`config.mk`:
```
export PLATFORM = sky130hd
export DESIGN_NAME = key_debounce_pulse_flat
export DESIGN_NICKNAME = d
export VERILOG_FILES = /design/src/rtl/key_debounce_pulse_if.sv /design/src/rtl/key_debounce_pulse.sv /design/src/flat_wrapper.sv
export SDC_FILE = /design/constraint.sdc
export NUM_CORES = 1
export LEC_CHECK = 0
export BUFFER_PORTS_ARGS = -buffer_cell sky130_fd_sc_hd__buf_4
export CAP_MARGIN = 20
export CORE_UTILIZATION = 30
export DETAILED_ROUTE_END_ITERATION = 10
export GPL_TIMING_DRIVEN = 0
export SYNTH_ARGS = -nofsm -noshare
export SYNTH_HDL_FRONTEND = slang
export SYNTH_SLANG_ARGS = --single-unit
```
`constraint.sdc`:
```
create_clock -name vga_clk -period 4.35 [get_ports vga_clk]
set_input_delay 0.87 -clock vga_clk [delete_from_list [all_inputs] [get_ports vga_clk]]
set_output_delay 0.87 -clock vga_clk [all_outputs]
set_load 0.03 [all_outputs]
```
`src/rtl/key_debounce_pulse_if.sv`:
```
// Bundle of the raw push-button pins and their conditioned outputs.
// The board or bench drives key_in through master; the conditioner is the slave.
interface key_debounce_pulse_if;
    logic [3:0] key_in;
    logic       key_up;
    logic       key_down;
    logic       key_left;
    logic       key_right;
    logic [3:0] key_level;
    logic       key_any;

    modport master (
        output key_in,
        input  key_up, key_down, key_left, key_right, key_level, key_any
    );

    modport slave (
        input  key_in,
        output key_up, key_down, key_left, key_right, key_level, key_any
    );
endinterface

```
`src/rtl/key_debounce_pulse.sv`:
```
// Four independent push-button channels: 2-FF synchroniser, counter debounce,
// one-cycle press pulse and optional auto-repeat while the key is held.
module key_debounce_pulse #(
    parameter int CNT_MAX     = 500_000,
    parameter int CNT_W       = 19,
    parameter int REPEAT_DLY  = 12_500_000,
    parameter int REPEAT_PER  = 2_500_000,
    parameter int RPT_W       = 24,
    parameter int KEY_ACT_LOW = 1
) (
    input  logic                 vga_clk,
    input  logic                 sys_rst_n,
    key_debounce_pulse_if.slave  keys
);

    typedef enum logic [1:0] {
        REL      = 2'd0,
        PRS_WAIT = 2'd1,
        HELD     = 2'd2,
        REL_WAIT = 2'd3
    } key_state_t;

    localparam logic             REL_LVL  = (KEY_ACT_LOW != 0);
    localparam bit               RPT_EN   = (REPEAT_DLY != 0);
    localparam logic [CNT_W-1:0] CNT_LAST = CNT_W'(CNT_MAX - 1);
    localparam logic [RPT_W-1:0] DLY_LAST = RPT_W'(REPEAT_DLY - 1);
    localparam logic [RPT_W-1:0] PER_LAST = RPT_W'(REPEAT_PER - 1);

    logic [3:0] sync1_reg;
    logic [3:0] sync2_reg;
    logic [3:0] s;
    logic [3:0] pulse_vec;
    logic [3:0] level_vec;
    logic [3:0] fire_vec;
    logic       any_reg;

    // Sync flops come out of reset at the released pin level so a key held
    // through reset has to re-qualify over a full debounce window.
    always_ff @(posedge vga_clk or negedge sys_rst_n) begin
        if (!sys_rst_n) begin
            sync1_reg <= {4{REL_LVL}};
            sync2_reg <= {4{REL_LVL}};
        end else begin
            sync1_reg <= keys.key_in;
            sync2_reg <= sync1_reg;
        end
    end

    assign s = REL_LVL ? ~sync2_reg : sync2_reg;

    genvar gi;
    generate
        for (gi = 0; gi < 4; gi++) begin : g_key
            key_state_t       state_reg;
            logic [CNT_W-1:0] cnt_reg;
            logic [CNT_W-1:0] cnt_inc;
            logic [RPT_W-1:0] rpt_reg;
            logic [RPT_W-1:0] rpt_inc;
            logic             rpt_phase_reg;
            logic             level_reg;
            logic             pulse_reg;
            logic             rpt_active;
            logic             press_fire;
            logic             rpt_fire;
            logic             rel_accept;

            always_comb begin
                cnt_inc    = (cnt_reg == {CNT_W{1'b1}}) ? cnt_reg : cnt_reg + 1'b1;
                rpt_inc    = (rpt_reg == {RPT_W{1'b1}}) ? rpt_reg : rpt_reg + 1'b1;
                rel_accept = (state_reg == REL_WAIT) && !s[gi] && (cnt_reg == CNT_LAST);
                // The repeat timer keeps running through a release candidate,
                // but the cycle that accepts the release never pulses.
                rpt_active = (state_reg == HELD) || ((state_reg == REL_WAIT) && !rel_accept);
                press_fire = (state_reg == PRS_WAIT) && s[gi] && (cnt_reg == CNT_LAST);
                rpt_fire   = RPT_EN && rpt_active &&
                             (rpt_reg == (rpt_phase_reg ? PER_LAST : DLY_LAST));
            end

            always_ff @(posedge vga_clk or negedge sys_rst_n) begin
                if (!sys_rst_n) begin
                    state_reg     <= REL;
                    cnt_reg       <= '0;
                    rpt_reg       <= '0;
                    rpt_phase_reg <= 1'b0;
                    level_reg     <= 1'b0;
                    pulse_reg     <= 1'b0;
                end else begin
                    pulse_reg <= press_fire | rpt_fire;
                    case (state_reg)
                        REL: begin
                            if (s[gi]) begin
                                state_reg <= PRS_WAIT;
                                cnt_reg   <= CNT_W'(1);
                            end else begin
                                cnt_reg   <= '0;
                            end
                        end
                        PRS_WAIT: begin
                            if (!s[gi]) begin
                                state_reg <= REL;
                                cnt_reg   <= '0;
                            end else if (cnt_reg == CNT_LAST) begin
                                state_reg     <= HELD;
                                level_reg     <= 1'b1;
                                cnt_reg       <= '0;
                                rpt_reg       <= '0;
                                rpt_phase_reg <= 1'b0;
                            end else begin
                                cnt_reg <= cnt_inc;
                            end
                        end
                        HELD: begin
                            if (!s[gi]) begin
                                state_reg <= REL_WAIT;
                                cnt_reg   <= CNT_W'(1);
                            end
                            rpt_reg <= rpt_fire ? '0 : rpt_inc;
                            if (rpt_fire) rpt_phase_reg <= 1'b1;
                        end
                        REL_WAIT: begin
                            if (s[gi]) begin
                                state_reg <= HELD;
                                cnt_reg   <= '0;
                            end else if (rel_accept) begin
                                state_reg     <= REL;
                                level_reg     <= 1'b0;
                                cnt_reg       <= '0;
                                rpt_reg       <= '0;
                                rpt_phase_reg <= 1'b0;
                            end else begin
                                cnt_reg <= cnt_inc;
                            end
                            if (!rel_accept) begin
                                rpt_reg <= rpt_fire ? '0 : rpt_inc;
                                if (rpt_fire) rpt_phase_reg <= 1'b1;
                            end
                        end
                        default: begin
                            state_reg <= REL;
                            cnt_reg   <= '0;
                        end
                    endcase
                end
            end

            assign pulse_vec[gi] = pulse_reg;
            assign level_vec[gi] = level_reg;
            assign fire_vec[gi]  = press_fire | rpt_fire;
        end
    endgenerate

    // key_any is registered from the same fire terms so it lines up with the pulses.
    always_ff @(posedge vga_clk or negedge sys_rst_n) begin
        if (!sys_rst_n) begin
            any_reg <= 1'b0;
        end else begin
            any_reg <= |fire_vec;
        end
    end

    assign keys.key_up    = pulse_vec[0];
    assign keys.key_down  = pulse_vec[1];
    assign keys.key_left  = pulse_vec[2];
    assign keys.key_right = pulse_vec[3];
    assign keys.key_level = level_vec;
    assign keys.key_any   = any_reg;

endmodule

```
`src/flat_wrapper.sv`:
```
// flat-port wrapper written by rule: the top's interface ports become plain ports
module key_debounce_pulse_flat 
#(
    parameter int CNT_MAX     = 500_000,
    parameter int CNT_W       = 19,
    parameter int REPEAT_DLY  = 12_500_000,
    parameter int REPEAT_PER  = 2_500_000,
    parameter int RPT_W       = 24,
    parameter int KEY_ACT_LOW = 1
)
  (vga_clk, sys_rst_n, keys_key_in, keys_key_up, keys_key_down, keys_key_left, keys_key_right, keys_key_level, keys_key_any);
  key_debounce_pulse_if keys_i ();
  input  logic vga_clk;
  input  logic sys_rst_n;
  input wire logic [$bits(keys_i.key_in)-1:0] keys_key_in;
  output wire logic [$bits(keys_i.key_up)-1:0] keys_key_up;
  output wire logic [$bits(keys_i.key_down)-1:0] keys_key_down;
  output wire logic [$bits(keys_i.key_left)-1:0] keys_key_left;
  output wire logic [$bits(keys_i.key_right)-1:0] keys_key_right;
  output wire logic [$bits(keys_i.key_level)-1:0] keys_key_level;
  output wire logic [$bits(keys_i.key_any)-1:0] keys_key_any;
  assign keys_i.key_in = keys_key_in;
  assign keys_key_up = keys_i.key_up;
  assign keys_key_down = keys_i.key_down;
  assign keys_key_left = keys_i.key_left;
  assign keys_key_right = keys_i.key_right;
  assign keys_key_level = keys_i.key_level;
  assign keys_key_any = keys_i.key_any;
  key_debounce_pulse #(.CNT_MAX(CNT_MAX), .CNT_W(CNT_W), .REPEAT_DLY(REPEAT_DLY), .REPEAT_PER(REPEAT_PER), .RPT_W(RPT_W), .KEY_ACT_LOW(KEY_ACT_LOW)) u_core (.vga_clk(vga_clk), .sys_rst_n(sys_rst_n), .keys(keys_i));
endmodule
```
==> results.yml <==
sta:
  clock.fmax_ghz: 0.3516
  hold_viol: 0
  setup_viol: 0
  fin_tns_setup_ns: 0
  rsz0062_at_grt: "false"
  min_period_ns: 2.844
  max-slew-margin-rel_pct: 40.05
  fin_crit_sh_pct: 65.38
  final_max_slew_viol_count: 0
  final.setup.worst_slack_ns: 1.506
  tightest_slew_ns: 0.8765
  fin_skew_ns: 0.01973
synthesis:
  synth_ff_type: "dfrtp_1"
  syn_nets: 1327
  avgSynthCellArea_um2: 8.716
  synth_area_leader_cell: "dfrtp_1"
  synth_area_um2: 11440
  synth_area_leaders: "dfrtp_1 42%, nand2_1 4.5%, nand3_1 4.3%, o21ai_0 3.9%, nor2_1 3.9%"
  ys_warn_count: 0
  ys_types: 85
  netlist_instances: 1313
  synth-async-reset-ratio_pct: 100.0
  ys_ff_latch: 201
  yosysSeqAreaShare_pct: 44.04
  synth-edff-count: 0
  yosysTopAreaCellShare_pct: 42.20
cells_and_area:
  largest_register_ffs: 96
  multiInputGateArea_um2: 5969
  fill_cells: 3833
  final_nets: 1369
  drive_gt1_share_pct: 8.370
  areaGrowthSynthToFinish_pct: 14.28
  regArea_um2: 5040
power:
  p_per_area_nw_per_um2: 314.8
  ir_drop_v: 0.0002639
  pwr-share-seq_pct: 46.1
  switching_share_pct: 22.22
  p_clk_share_pct: 51.5
  p_comb_share_pct: 2.5
  p_int_w: 0.003202
  cellLeakagePower_nw: 5.326
  switchingPower_w: 0.0009149
die:
  pin_count: 15
  die_x_um: 197.3
  die-area_um2: 38930
  core.rowCount: 71
  die_h_um: 197.3
  core_um2: 37580
  initial_core_util_pct: 30.46
worst_setup_path:
  critical_path_class: "reg2reg"
  worst_ep_arrival_time_ns: 3.28
  cp_data_required_time_ns: 4.78
  path_cells: "ha_1 > nand4_1 > nor4_2 > nand3_1 > clkbuf_1 > nand3_1 > xor2_1 > nor2_1"
  crit_top_cell: "nand3_1"
  crit_path_top_delay_cell: "nor4_2"
  worstSetupEndpointType: "flop"
  cp_max_fo: 10
  cpPeakStageDelay_ns: 0.69
  worstSetupStartpointType: "flop"
placement:
  dp_hpwl_mm: 17.98
  pre_cts_ws_ns: 1.532
  gp_congestion: 0.8346
  io_buffers: 14
clocking:
  insertion_delay_ns: 0.55
  ctsHoldBuffers: 0
  postCtsSetupRepairBufs: 0
  root_buffer: "clkbuf_16"
  numCtsBuffers: 25
  cts_resized: 0
  clk_pin_slew_ns: 0.06
  cts_tree: "yes"
  htreeDepth: 1
  cts.sinks: 201
  clockBufferDepth: 3
detailed_routing:
  drt_iter0_markers: 604
  viasPerCell: 5.338
  wl_per_cell_um: 14.17
  drt-pass1-iter-count: 5
  vias: 10067
  drc_errors: 0
  postRouteAntennaNets: 0
  wl_mm: 26.73
grt:
  grt_pass1_wl_mm: 46.48
  grt_usage_pct: 14.07
  grt_pass1_vias: 9594
  grt_start_max_net_pins: 115
  grt_antenna_before_repair: 0
  overflow: 0
worst_hold_path:
  hold_class: "in2async"
run:
  cap_violations: 0
status:
  status: "completed"
-- metrics by stage --
| step | cells | instance area [µm²] | util [%] | hold slack, ns | power, W |
|---|---|---|---|---|---|
| floorplan | 1313 | 11440 | - | 0.3452 | 0.001973 |
| detailed placement | 1839 | 12220 | 32.53 | 0.3470 | 0.002034 |
| global route | 1885 | 13080 | 34.80 | 0.3609 | 0.004289 |
| global placement | 1838 | 12190 | 32.44 | 0.3458 | 0.002029 |
| CTS | 1885 | 13080 | 34.80 | 0.3555 | 0.004202 |
| finish | 1886 | 13080 | 34.81 | 0.3478 | 0.004117 |
-- worst max-delay path: cells and delay by family (launching register included) --
| kind | cells | cell delay (ns) |
|---|---|---|
| XOR/XNOR | 1 | 0.15 |
| adder cells (fa/ha/maj) | 1 | 0.23 |
| buffers and inverters | 1 | 0.35 |
| flip-flops | 1 | 0.40 |
| AND/OR/NAND/NOR | 5 | 1.59 |
-- power groups by stage --
stage / clock, W / sequential (W) / combinational (W)
floorplan: 0 / 0.00193 / 0.0000467
global placement: 0 / 0.00193 / 0.0000996
detailed placement: 0 / 0.00193 / 0.000105
CTS: 0.00220 / 0.00190 / 0.000106
global route: 0.00227 / 0.00190 / 0.000119
finish: 0.00212 / 0.00190 / 0.000102
-- cell usage after synthesis (4+ instances only) --
cell       number
dfrtp_1       193
nand2_1       137
nor2_1        119
nand3_1        98
o21ai_0        90
a21oi_1        85
nand4_1        62
a31oi_1        49
xor2_1         47
and3_1         42
clkbuf_1       42
inv_1          35
nor3_1         28
a41oi_1        18
and4_1         17
nor4_1         17
or3_1          16
xnor2_1        16
buf_2          15
o31ai_1        14
a21o_1         10
nor2b_1        10
buf_4           8
dfstp_2         8
ha_1            8
nand2b_1        6
nor3b_1         6
or4_1           6
mux2i_1         5
nand4b_1        5
o21a_1          5
a211oi_1        4
a22o_1          4
nor4b_1         4
o2bb2ai_1       4
or4b_1          4
-- final cells by class --
class	instances	share of cell area [%]
antenna	1	0.01913
buffer	66	2.325
clock buffer	40	5.979
clock inverter	6	0.5357
inverter	35	1.004
multi-input combinational	1011	45.64
sequential	201	38.53
tap	511	4.889
timing repair buffer	15	1.071
-- layer usage --
| layer | vias to the layer above | routed length [µm] | track usage [%] |
|---|---|---|---|
| met2 | 226 | 12070 | 22.34 |
| met1 | 4829 | 12970 | 19.49 |
| met3 | 42 | 1140 | 2.493 |
| li1 | 4970 | - | - |
| met5 | - | 0 | 0 |
| met4 | 0 | 545 | 4.077 |
-- cell families (layout without fill, tap and decap cells) --
group | count (synthesis) | count (layout) | share of synthesized area (%)
fa+ha+maj | 8 | 8 | 0.8746
compound gates | 323 | 323 | 17.84
xor+xnor | 63 | 63 | 4.821
simple gates | 612 | 612 | 28.18
mux | 5 | 5 | 0.4373
buf+inv | 101 | 162 | 3.805
other cells | 0 | 1 | 0
flops | 201 | 201 | 44.04
-- worst paths after layout --
kind,from,end,slack (ns),depth (start not counted)
setup / recovery,u_core.g_key[0].rpt_reg[0],u_core.g_key[0].rpt_reg[4],1.51,8
hold / removal,sys_rst_n,u_core.g_key[2].cnt_reg[13],0.35,1
setup reg to reg,u_core.g_key[0].rpt_reg[0],u_core.g_key[0].rpt_reg[4],1.51,8
hold reg to reg,u_core.sync1_reg[1],u_core.sync2_reg[1],0.35,0
max in group asynchronous,sys_rst_n,u_core.g_key[3].cnt_reg[18],2.99,2
min in group vga_clk,u_core.sync1_reg[1],u_core.sync2_reg[1],0.35,0
-- cell usage in the layout (no fill, tap or decap), types with 8 or more instances in the layout --
cell type | Yosys | layout
inv_1 | 35 | 35
a21o_1 | 10 | 10
nand2_1 | 137 | 137
buf_2 | 15 | 15
and3_1 | 42 | 42
o31ai_1 | 14 | 14
nand3_1 | 98 | 98
clkbuf_16 | 0 | 25
buf_4 | 8 | 21
a31oi_1 | 49 | 49
ha_1 | 8 | 8
xor2_1 | 47 | 47
nor2b_1 | 10 | 10
nor3_1 | 28 | 28
o21ai_0 | 90 | 90
clkbuf_1 | 42 | 47
clkbuf_8 | 0 | 10
dfrtp_1 | 193 | 193
nor4_1 | 17 | 17
nand4_1 | 62 | 62
dfstp_2 | 8 | 8
nor2_1 | 119 | 119
or3_1 | 16 | 16
a21oi_1 | 85 | 85
and4_1 | 17 | 17
a41oi_1 | 18 | 18
xnor2_1 | 16 | 16
(Power assumes the default switching activity.)
